### src/rtl/digit_scan_ctrl.sv
// Four-digit seven-segment scan controller.
// A prescaler divides clk into REFRESH_DIV-cycle slots. Each slot advances digit_idx
// to the next digit enabled in digit_en. digit_sel is an active-low one-hot anode select.
// Optional feature macro: SCAN_DIMMING_EN adds a 4-bit duty input that lights each digit
// for only the first part of its slot.
module digit_scan_ctrl #(
  parameter int unsigned REFRESH_DIV = 100000,
  parameter int unsigned CW          = 24
) (
  input  logic       clk,
  input  logic       rst,
  input  logic       en,
  input  logic [3:0] digit_en,
`ifdef SCAN_DIMMING_EN
  input  logic [3:0] duty,
`endif
  output logic [3:0] digit_sel,
  output logic [1:0] digit_idx,
  output logic       tick
);

  localparam int unsigned TW = CW + 5;

  logic [CW-1:0] cnt;
  logic [CW-1:0] cnt_next;
  logic          term;
  logic [1:0]    idx_adv;
  logic [1:0]    idx_next;
  logic          lit;

  // Prescaler terminal count and next-slot search (idx+1, idx+2, idx+3, then idx itself)
  always_comb begin
    logic       found;
    logic [1:0] cand;
    term     = (cnt == CW'(REFRESH_DIV - 1));
    cnt_next = term ? '0 : cnt + CW'(1);
    idx_adv  = digit_idx;
    found    = 1'b0;
    cand     = digit_idx;
    for (int unsigned k = 1; k <= 4; k++) begin
      cand = digit_idx + 2'(k);
      if (!found && digit_en[cand]) begin
        idx_adv = cand;
        found   = 1'b1;
      end
    end
    idx_next = term ? idx_adv : digit_idx;
  end

`ifdef SCAN_DIMMING_EN
  logic [TW-1:0] thr_full;
  logic [TW-1:0] thr;

  // Brightness threshold: the digit is lit while the upcoming count is below thr
  always_comb begin
    thr_full = (TW'(duty) + TW'(1)) * TW'(REFRESH_DIV);
    thr      = thr_full >> 4;
    lit      = (TW'(cnt_next) < thr);
  end
`else
  assign lit = 1'b1;
`endif

  // All state and outputs are registered; disabling the scan freezes it and blanks the anodes
  always_ff @(posedge clk) begin
    if (rst) begin
      cnt       <= '0;
      digit_idx <= 2'd0;
      digit_sel <= 4'b1111;
      tick      <= 1'b0;
    end else if (!en) begin
      tick      <= 1'b0;
      digit_sel <= 4'b1111;
    end else begin
      cnt       <= cnt_next;
      digit_idx <= idx_next;
      tick      <= term;
      digit_sel <= (digit_en[idx_next] && lit) ? ~(4'b0001 << idx_next) : 4'b1111;
    end
  end

endmodule

### config.mk
export PLATFORM = sky130hd
export DESIGN_NAME = digit_scan_ctrl
export DESIGN_NICKNAME = d
export VERILOG_FILES = /design/src/rtl/digit_scan_ctrl.sv
export SDC_FILE = /design/constraint.sdc
export NUM_CORES = 1
export LEC_CHECK = 0
export CORE_MARGIN = 2
export CORE_UTILIZATION = 42
export CTS_BUF_LIST = sky130_fd_sc_hd__clkbuf_8
export DETAILED_ROUTE_END_ITERATION = 10
export GPL_TIMING_DRIVEN = 0
export SYNTH_ARGS = -nofsm -noshare
export SYNTH_HDL_FRONTEND = slang
export SYNTH_SLANG_ARGS = --single-unit
### constraint.sdc
create_clock -name clk -period 3 [get_ports clk]
set_input_delay 0.6 -clock clk [delete_from_list [all_inputs] [get_ports clk]]
set_output_delay 0.6 -clock clk [all_outputs]
set_load 0.01 [all_outputs]
-- Word-level counts from Yosys, hierarchy flattened
Cells that the tools add are included.
- add/subtract/negate cells: 4
- order comparisons: 5
- equality and inequality tests: 1
- shifts and indexed selects: 1
- mux-type cells: 19
- bitwise gates (word level): 3
- reduce and logical (&&, ||, !) cells: 8
- operators with widths (kind ; number):
    24-bit by 1-bit adder with 24-bit output (second input constant) ; 1
    24-bit by 17-bit equality test with 1-bit output (second input constant) ; 1
    24-bit two-way mux ; 1
    2-bit by 3-bit less-than comparator with 1-bit output (second input constant) ; 5
    1-bit binary-select mux with 2-bit select ; 5
    2-bit two-way mux ; 5
    1-bit two-way mux ; 8
    2-bit adder (second input constant) ; 2
    4-bit NOT ; 1
    1-bit by 2-bit << shifter with 4-bit output (first input constant) ; 1
    1-bit logical AND ; 3
    1-bit logical NOT ; 3
    3-bit OR reduction ; 1
    2-bit by 1-bit adder with 2-bit output (second input constant) ; 1
    1-bit NOT ; 2
    2-bit OR reduction ; 1
- register bits after elaboration: 31
- output and inout bits: 7
- logic and storage cells: 45

-- Longest topological paths before layout
Gate-level depths: netlist (run 1).
- word-level depth: 18
- gate-level depth with buffers: 8
- gate-level depth less buffers: 6

-- Worst setup path before layout (run 1)
OpenSTA, ideal clock, no wires.
- path kind: register to register
- start: register cnt[5]
- end: register digit_sel[3]
- library setup time: 124 ps
- data arrival time: 2413 ps
- required time: 2876 ps
- slack: 462 ps
- cell stages (with the launch flop): 7
- cells stage by stage: dfxtp_1 or4_1 or4_4 or2_0 clkbuf_2 or3_4 a2111o_1
- longest elaborated chain between the ends: 6
- RTL lines (what ; line ; RTL):
    start: declaration ; 24 ; logic [CW-1:0] cnt;
    start signal: assignment ; 75 ; cnt <= cnt_next;
    24-bit by 17-bit equality test with 1-bit output (*) ; 35 ; term = (cnt == CW'(REFRESH_DIV - 1));
    2-bit two-way mux (*) ; 47 ; idx_next = term ? idx_adv : digit_idx;
    1-bit binary-select mux with 2-bit select ; 78 ; digit_sel <= (digit_en[idx_next] && lit) ? ~(4'b0001 << idx_next) : 4'b1111;
    1-bit two-way mux (not written as such) ; 78 ;
    1-bit NOT (no source line) ; -- ;
    3-bit OR reduction (no source line) ; -- ;
    end signal: assignment ; 78 ;
    end: declaration ; 17 ; output logic [3:0] digit_sel,
Every way passes the cells marked *; elsewhere a longest branch is shown, timed or not. The select of a mux whose other input is x is not followed.
A chain may end at the register's enable or synchronous reset.

-- Worst setup path in the final report (run 1)
- start: input port digit_en[2]
- end: register digit_sel[3]
- longest elaborated chain between the ends: 17
- RTL lines (what ; line ; RTL):
    start: declaration ; 13 ; input logic [3:0] digit_en,
    1-bit binary-select mux with 2-bit select ; 42 ; if (!found && digit_en[cand]) begin
    1-bit two-way mux (not written as such) ; 42 ;
    1-bit two-way mux ; 42 ;
    1-bit logical NOT ; 42 ;
    1-bit logical AND ; 42 ;
    1-bit two-way mux ; 42 ;
    1-bit logical NOT ; 42 ;
    1-bit logical AND ; 42 ;
    1-bit two-way mux ; 42 ;
    1-bit logical NOT ; 42 ;
    1-bit logical AND ; 42 ;
    2-bit two-way mux ; 42 ;
    2-bit two-way mux ; 47 ;
    1-bit binary-select mux with 2-bit select ; 78 ;
    1-bit two-way mux (not written as such) ; 78 ;
    1-bit NOT (no source line) ; -- ;
    3-bit OR reduction (no source line) ; -- ;
Several ways; a longest one is shown, not always the timed one. The select of a mux whose other input is x is not followed.

==> flow_summary.yaml, run 1 <==
power_and_ir_drop:
  p_int_w: 0.0006389
  seqPwrFrac_pct: 51.8
  p_clk_share_pct: 43.2
  switching_power_w: 0.0001679
  p_per_area_mw_per_mm2: 432.5
  power_frac_comb_pct: 5.1
  ir_drop_mv: 0.2168
  p_leak_nw: 0.6525
  switching_share_pct: 20.81
cts:
  cts_resized: 0
  htreeDepth: 2
  cts_root_buffer: "clkbuf_8"
  post-cts-setup-buffer-count: 0
  clock_latency_ns: 0.28
  cts_tree: "yes"
  holdBufCountCts: 0
  cts_sinks: 31
  cts.path.max_buffers: 2
  numCtsBuffers: 5
  clk_pin_slew_worst_paths_ns: 0.06
place:
  post-dp-hpwl_microns: 2429
  pre_cts_slack_ns: -0.07972
  globalplace.congestion: 0.8055
  portBuffers: 12
worst_setup_path:
  worstSetupStartpointType: "input port"
  endpoint_kind: "flop"
  crit_required_ns: 3.16
  critical_path_class: "input port to flop"
  worstPathMaxFanout: 7
  arrival_ns: 2.96
synthesis:
  synth_cell_types: 46
  synth_top_family_by_area: "simple AND/OR/NAND/NOR gates"
  async_reset_ff_share_pct: 0
  synthFlopType: "dfxtp_1"
  synth-xor-area-share_pct: 12.71
  avgSynthCellArea_sq_um: 8.477
  synth_edf_count: 0
  synth_compound_area_share_pct: 8.919
  syn_nets: 195
  synthMuxAreaShare_pct: 0.7103
  netlist_area_sq_mm: 0.001585
  synthAdderAreaFrac_pct: 0.7893
  yosys_register_bits: 31
  yosys_warnings: 0
  synthSimpleGateAreaFrac_pct: 34.41
  synth-seq-area-share_pct: 39.15
  synthCells: 187
routing:
  drt-total-wl_microns: 3294
  post_drt_wl_per_cell_microns: 12.92
  num_vias: 1376
  drcViolationCount: 0
  ant_nets: 0
  drt-initial-drc-count: 70
  post_drt_via_cell_ratio: 5.396
  dr.pass1.iters: 4
floorplanning:
  ios: 14
  rows: 22
  initial_core_util_pct: 43.63
  die_y_microns: 65.44
  fp.dieArea_sq_mm: 0.004282
  die_x_microns: 65.44
  core_sq_mm: 0.003633
timing:
  drv_slew: 0
  timing_hold_violations_final: 0
  rsz0062_at_grt: "no"
  fin_crit_ns: 2.795
  fin_crit_sh_pct: 93.18
  tightestPinTransition_ns: 0.8842
  finalSetupTns_ns: 0
  relSlewSlack_pct: 40.60
  max_freq_mhz: 357.7
  finalSetupViolCount: 0
  layout_setup_ws_ns: 0.2045
  finalClockSkew_ns: 0.003271
global_route:
  grt_max_degree: 11
  antenna_found_initial: 0
  grt_pass1_wl_microns: 5630
  grt_pass1_vias: 1350
  grt_usage_pct: 17.20
  grt_overflow: 0
cells_and_area:
  syn_to_final_growth_pct: 17.68
  drive_above_1_share_pct: 9.179
  final_nets: 214
  mostFrequentLayoutCell: "nor2_1"
  antenna_cells: 0
  final_cell_mix: "32 x nor2_1, 31 x dfxtp_1, 12 x xnor2_1, 12 x clkdlybuf4s50_1"
hold_path:
  hold_class: "flop to flop"
run:
  timing.max_cap.violations: 0
status:
  outcome: "complete, no violations"
## per-layer routing
metal | up-vias | global-route usage (%) | share of wire (%)
met5 | - | 0 | 0
met4 | 0 | 7.292 | 1.7
met3 | 5 | 4.623 | 4.6
met2 | 27 | 30.87 | 50
met1 | 642 | 18.98 | 44
li1 | 702 | - | -
## power by group through the flow
stage / clock network, W / registers, W / logic, W
after detailed placement: 0 / 0.000427 / 0.0000404
after floorplan: 0 / 0.000426 / 0.0000227
final: 0.000348 / 0.000418 / 0.0000409
after CTS: 0.000362 / 0.000417 / 0.0000411
after global routing: 0.000380 / 0.000418 / 0.0000458
after global placement: 0 / 0.000426 / 0.0000398
## registers in the layout, summed over array words and instances, names as in the netlist
register	flops
tick	1
cnt	24
digit_idx	2
digit_sel	4
## metrics by stage
stage / hold WS [ns] / instances / utilization [%] / power [W] / area, sq um
after floorplan: 0.4520 / 187 / - / 0.0004491 / 1585
after global placement: 0.4715 / 247 / 48.59 / 0.0004663 / 1765
after CTS: 0.4882 / 255 / 51.34 / 0.0008205 / 1866
final: 0.4865 / 255 / 51.34 / 0.0008068 / 1866
after detailed placement: 0.4793 / 247 / 48.59 / 0.0004671 / 1765
after global routing: 0.5335 / 255 / 51.34 / 0.0008435 / 1866
## final cells by class
| type | instances | area [sq um] |
|---|---|---|
| Buffer | 7 | 30.03 |
| Clock buffer | 7 | 96.34 |
| Clock inverter | 1 | 3.754 |
| Fill cell | 360 | 1768 |
| Inverter | 6 | 22.52 |
| Multi-Input combinational cell | 143 | 912.1 |
| Sequential cell | 31 | 620.6 |
| Tap cell | 48 | 60.06 |
| Timing Repair Buffer | 12 | 120.1 |
## final timing paths
path | from | end | slack [ns] | cells after the start
setup / recovery | digit_en[2] | digit_sel[3] | 0.20 | 6
hold / removal | cnt[1] | cnt[1] | 0.49 | 2
setup reg to reg | cnt[5] | digit_sel[3] | 0.27 | 5
hold reg to reg | cnt[1] | cnt[1] | 0.49 | 2
## worst max-delay path: stages
cell and delay, ns:
clkdlybuf4s50_1 0.59, and3b_1 0.23, or3_1 0.35, a2111oi_0 0.73, nor2_1 0.09, a2111o_1 0.37
## cells in the mapped netlist (all sizes together) (2+ instances only)
cell type / n / area share [%]
nor2: 32 / 7.6
dfxtp: 31 / 39
xnor2: 12 / 6.6
nand2: 11 / 2.6
nand3: 11 / 3.5
xor2: 11 / 6.1
nand4: 8 / 3.2
inv: 6 / 1.4
and3: 5 / 2.0
nor3: 5 / 1.6
clkbuf: 4 / 1.0
or3: 4 / 1.9
or4: 4 / 2.1
a21oi: 3 / 0.95
buf: 3 / 0.87
nor3b: 3 / 1.4
nor4: 3 / 1.2
o21ai: 3 / 0.95
or3b: 3 / 1.7
a2111o: 2 / 1.4
and4b: 2 / 1.3
nand3b: 2 / 0.95
## cell families after synthesis
kind of cell,Yosys count
xor+xnor,23
simple gates,100
compound gates,18
flops,31
fa+ha+maj,1
buf+inv,13
mux,1
Note: power is estimated with default switching activity, not from simulation.
==> run 2, diff against run 1 <==
--- a/config.mk
+++ b/config.mk
@@ -5,7 +5,7 @@
 export SDC_FILE = /design/constraint.sdc
 export NUM_CORES = 1
 export LEC_CHECK = 0
-export CORE_MARGIN = 2
+export CORE_MARGIN = 4
 export CORE_UTILIZATION = 42
 export CTS_BUF_LIST = sky130_fd_sc_hd__clkbuf_8
 export DETAILED_ROUTE_END_ITERATION = 10
==> constraint.sdc (replaced) <==
create_clock -name clk -period 2.5 [get_ports clk]
set_input_delay 0.5 -clock clk [delete_from_list [all_inputs] [get_ports clk]]
set_output_delay 0.5 -clock clk [all_outputs]
set_load 0.01 [all_outputs]
==> run 2 against run 1 <==
Design area grew 4.2%. Clock skew is 0.0018 ns higher. The flow now finishes with violations (setup timing). Die area grew 13%. Combinational power rose by 27%. Critical endpoint unchanged. Setup slack got worse by 0.34 ns. Non-clock buffer count increased by 2. Largest power group unchanged. First-iteration DRC count up 26%.
==> flow_summary.yaml, run 2 (same netlist as run 1, synthesis figures left out) <==
place:
  post-dp-hpwl_microns: 2440
  globalplace.congestion: 0.8432
  portBuffers: 12
  placed_cells: 247
power_and_ir_drop:
  p_clk_share_pct: 44.2
  switching_power_w: 0.0002213
  finalPower_w: 0.0009883
  switching_share_pct: 22.39
  p_per_area_mw_per_mm2: 508.6
  ir_drop_mv: 0.3134
  p_leak_nw: 0.6746
  seqPwrFrac_pct: 50.6
  p_int_w: 0.0007670
  power_frac_comb_pct: 5.2
floorplanning:
  die_x_microns: 69.44
  die_y_microns: 69.44
  ios: 14
  initial_core_util_pct: 43.30
  fp.dieArea_sq_mm: 0.004821
  core_sq_mm: 0.003661
  rows: 22
timing:
  hold_slack_ns: 0.5009
  tightestPinTransition_ns: 0.8228
  relSlewSlack_pct: 44.72
  max_freq_mhz: 379.1
  drv_slew: 0
  timing_hold_violations_final: 0
  finalClockSkew_ns: 0.005114
  fin_crit_sh_pct: 105.5
  finalSetupTns_ns: -0.2725
  rsz0062_at_grt: "yes"
  fin_crit_ns: 2.638
  layout_setup_ws_ns: -0.1380
  finalSetupViolCount: 2
run:
  timing.max_cap.violations: 0
worst_setup_path:
  worstPathMaxFanout: 8
  cp_num_buf_inv: 1
  slowest_stage: "or4_4"
  path_depth: 6
  worstSetupStartpointType: "flop"
  crit_chain: "or4b_4 > or4_4 > or2_0 > buf_6 > or3_4 > a2111o_1"
  critical_path_class: "flop to flop"
  endpoint_kind: "flop"
  arrival_ns: 2.81
  crit_family: "simple AND/OR/NAND/NOR gates"
  crit_path_max_incr_delay_ns: 0.54
  crit_required_ns: 2.67
  worstRegToRegCells: 6
cells_and_area:
  mostFrequentLayoutCell: "nor2_1"
  seqCellArea_sq_um: 626.9
  stdcell_count: 257
  syn_to_final_growth_pct: 22.57
  final_nets: 216
  antenna_cells: 0
  biggestRegsByFlops: "cnt: 24 flops, digit_sel: 4 flops, digit_idx: 2 flops"
  final_cell_mix: "32 x nor2_1, 28 x dfxtp_1, 12 x xnor2_1, 12 x clkdlybuf4s50_1"
  multi_input_area_sq_um: 957.2
  largest_reg_flops: 24
  regMostFlops: "cnt"
  drive_above_1_share_pct: 13.40
  nFillCells: 338
global_route:
  grt_overflow: 0
  grt_max_degree: 11
  grt_usage_pct: 15.32
  antenna_found_initial: 0
  grt_pass1_vias: 1349
  grt_pass1_wl_microns: 6003
cts:
  cts.path.max_buffers: 2
  cts_root_buffer: "clkbuf_8"
  cts_sinks: 31
  htreeDepth: 2
  holdBufCountCts: 0
  numCtsBuffers: 5
  cts_tree: "yes"
  clk_pin_slew_worst_paths_ns: 0.06
  clock_latency_ns: 0.29
routing:
  ant_nets: 0
  dr.pass1.iters: 4
  post_drt_via_cell_ratio: 5.541
  num_vias: 1424
  post_drt_wl_per_cell_microns: 13.72
  drt-initial-drc-count: 88
  drcViolationCount: 0
  drt-total-wl_microns: 3526
status:
  outcome: "complete, but fails checks"
  violations: "setup timing"
hold_path:
  hold_class: "flop to flop"
  holdPathStages: 2
run 2: what timing repair did:
action                     in CTS  in global routing
buffers inserted                1                  1
resized for setup               8                  8
pin swaps                       1                  2
setup endpoints to repair      24                 25
run 2: per-layer routing:
layer / track usage, % / share of wire, %
met4: 6.725 / 1.7
met2: 25.00 / 49
met5: 0 / 0
met3: 5.942 / 4.8
met1: 17.70 / 44
run 2: power by group through the flow:
stage / sequential (W) / combinational, W / clock (W)
floorplan: 0.000512 / 0.0000272 / 0
global placement: 0.000512 / 0.0000474 / 0
detailed placement: 0.000512 / 0.0000488 / 0
CTS: 0.000501 / 0.0000510 / 0.000444
global route: 0.000500 / 0.0000568 / 0.000469
finish: 0.000500 / 0.0000519 / 0.000437
run 2: through the flow:
step	setup slack [ns]	area (sq um)	util, %
after floorplan	-0.01384	1587	-
after global placement	-0.4803	1767	48.26
after detailed placement	-0.4901	1767	48.26
after CTS	-0.1397	1897	51.81
after global routing	-0.2073	1943	53.08
final	-0.1380	1943	53.08
run 2: cell type report:
cell class	instances	area share (%)
Inverter	6	1.159
Sequential cell	31	32.26
Tap cell	48	3.091
Clock buffer	7	4.958
Buffer	7	2.125
Multi-Input combinational cell	143	49.26
Timing Repair Buffer	14	6.954
Clock inverter	1	0.1932
run 2: worst paths after layout:
| kind | from | endpoint | slack (ns) |
|---|---|---|---|
| hold reg to reg | cnt[1] | cnt[1] | 0.50 |
| setup reg to reg | cnt[17] | digit_sel[3] | -0.14 |
| setup / recovery | cnt[17] | digit_sel[3] | -0.14 |
| hold / removal | cnt[1] | cnt[1] | 0.50 |
run 2: worst min-delay path, cell delays in order (launching register included):
cell	delay, ns
dfxtp_1	0.32
nand2_1	0.07
a21oi_1	0.06
==> run 3, diff against run 2 <==
--- a/config.mk
+++ b/config.mk
@@ -5,11 +5,12 @@
 export SDC_FILE = /design/constraint.sdc
 export NUM_CORES = 1
 export LEC_CHECK = 0
-export CORE_MARGIN = 4
-export CORE_UTILIZATION = 42
+export CAP_MARGIN = 25
+export CORE_UTILIZATION = 53
 export CTS_BUF_LIST = sky130_fd_sc_hd__clkbuf_8
 export DETAILED_ROUTE_END_ITERATION = 10
 export GPL_TIMING_DRIVEN = 0
+export PLACE_DENSITY = 0.77
 export SYNTH_ARGS = -nofsm -noshare
 export SYNTH_HDL_FRONTEND = slang
 export SYNTH_SLANG_ARGS = --single-unit
==> run 3 against run 2 <==
The flow finishes with violations (DRC, setup timing). Count of clock-buffer cells in the layout down 2. Critical path depth unchanged. Utilization up 16 points. Register-to-register slack better by 0.05 ns. Cell count down 4.7%. Die area down 33%. Critical endpoint unchanged.
==> flow_summary.yaml, run 3 (same netlist as run 1, synthesis figures left out) <==
power_and_ir_drop:
  ir_drop_mv: 0.4526
  p_leak_nw: 0.6948
  p_per_area_mw_per_mm2: 475.0
run:
  timing.max_cap.violations: 0
worst_setup_path:
  slowest_stage: "or4_4"
  crit_path_max_incr_delay_ns: 0.54
  arrival_ns: 2.76
  critical_path_class: "flop to flop"
  cp_num_buf_inv: 1
  crit_required_ns: 2.67
  crit_family: "simple AND/OR/NAND/NOR gates"
  crit_chain: "or4b_1 > or4_4 > or2_0 > clkbuf_8 > or3_4 > a2111o_1"
  worstSetupStartpointType: "flop"
  worstPathMaxFanout: 5
  endpoint_kind: "flop"
routing:
  ant_nets: 0
  post_drt_via_cell_ratio: 5.890
  dr.pass1.iters: 7
  drt-initial-drc-count: 82
  drt-total-wl_microns: 3412
  num_vias: 1443
  drcViolationCount: 6
  post_drt_wl_per_cell_microns: 13.93
floorplanning:
  ios: 14
  die_y_microns: 56.69
  die_x_microns: 56.69
  core_sq_mm: 0.002805
  initial_core_util_pct: 56.51
  rows: 19
  fp.dieArea_sq_mm: 0.003214
timing:
  timing_hold_violations_final: 0
  finalSetupViolCount: 3
  relSlewSlack_pct: 43.54
  max_freq_mhz: 386.4
  rsz0062_at_grt: "yes"
  fin_crit_sh_pct: 103.5
  fin_crit_ns: 2.588
  drv_slew: 0
  layout_setup_ws_ns: -0.08770
  finalClockSkew_ns: 0.004931
  finalSetupTns_ns: -0.1355
  tightestPinTransition_ns: 0.8405
cts:
  htreeDepth: 2
  numCtsBuffers: 5
  cts.path.max_buffers: 2
  cts_sinks: 31
  clock_latency_ns: 0.28
  clk_pin_slew_worst_paths_ns: 0.06
  cts_tree: "yes"
  cts_root_buffer: "clkbuf_8"
cells_and_area:
  largest_reg_flops: 24
  regMostFlops: "cnt"
  final_nets: 221
  syn_to_final_growth_pct: 21.78
  biggestRegsByFlops: "cnt: 24 flops, digit_sel: 4 flops, digit_idx: 2 flops"
  drive_above_1_share_pct: 16.36
  final_cell_mix: "32 x nor2_1, 25 x dfxtp_1, 12 x xnor2_1, 12 x clkdlybuf4s50_1"
  mostFrequentLayoutCell: "nor2_1"
  antenna_cells: 0
place:
  post-dp-hpwl_microns: 2296
  globalplace.congestion: 0.8346
  portBuffers: 12
  pre_cts_slack_ns: -0.4754
global_route:
  grt_max_degree: 11
  grt_busiest_layer: "met2"
  antenna_found_initial: 0
  met2_usage_pct: 37.41
  grt_pass1_vias: 1325
  grt_overflow: 0
  grt_usage_pct: 22.92
  grt_pass1_wl_microns: 5575
  grt_util_met1_pct: 26.55
  met3_usage_pct: 7.834
hold_path:
  hold_class: "flop to flop"
status:
  outcome: "complete, but fails checks"
  violations: "DRC, setup timing"
## run 3: cell types whose count changed in the layout (fill, tap and decap cells not counted), sizes merged
cell,change
buf,+2
clkbuf,+1
clkinv,+1
inv,+1
## run 3: where the power goes
group / internal, W / total [W] / switching [W]
clock: 0.000187 / 0.000367 / 0.000181
sequential: 0.000495 / 0.000498 / 0.00000350
combinational: 0.0000233 / 0.0000515 / 0.0000282
## run 3: cell type report
cell class	instances	area (sq um)
Multi-Input combinational cell	143	935.9
Fill cell	219	874.6
Sequential cell	31	635.6
Timing Repair Buffer	19	172.7
Clock buffer	5	68.82
Buffer	7	43.79
Tap cell	31	38.79
Inverter	6	22.52
Clock inverter	3	12.51
## run 3: timing repair
item | in CTS | in global routing
resized for setup | 8 | 10
pin swaps | 3 | 3
endpoints found under the setup margin | 24 | 26
hold buffers | 0 | 0
setup buffers | 4 | 3
## run 3: per-stage QoR
step                 power, W  cells  hold slack (ns)  utilization, %  instance area (sq um)
finish              0.0009171    245           0.4993           68.82                   1931
detailed placement  0.0005608    230           0.4817           62.22                   1745
CTS                 0.0009236    242           0.4921           66.99                   1879
floorplan           0.0005389    187           0.4520               -                   1587
global placement    0.0005590    230           0.4719           62.22                   1745
global route        0.0009410    245           0.5137           68.82                   1931
## run 3: routing by layer
metal	share of wire, %	vias up
li1	-	715
met1	44	684
met2	49	35
met3	4.9	9
met4	2.3	0
met5	0	-
## run 3: tightest hold or removal path, stage by stage, from the launching register on
cell and delay, ns:
dfxtp_1 0.33, nand2_1 0.07, a21oi_1 0.05
## run 3: path summary, 6_finish.rpt
path | start | to | slack [ns] | cells after the start
max reg2reg | cnt[18] | digit_sel[3] | -0.09 | 6
min reg2reg | cnt[1] | cnt[1] | 0.50 | 2
min | cnt[1] | cnt[1] | 0.50 | 2
max | cnt[18] | digit_sel[3] | -0.09 | 6
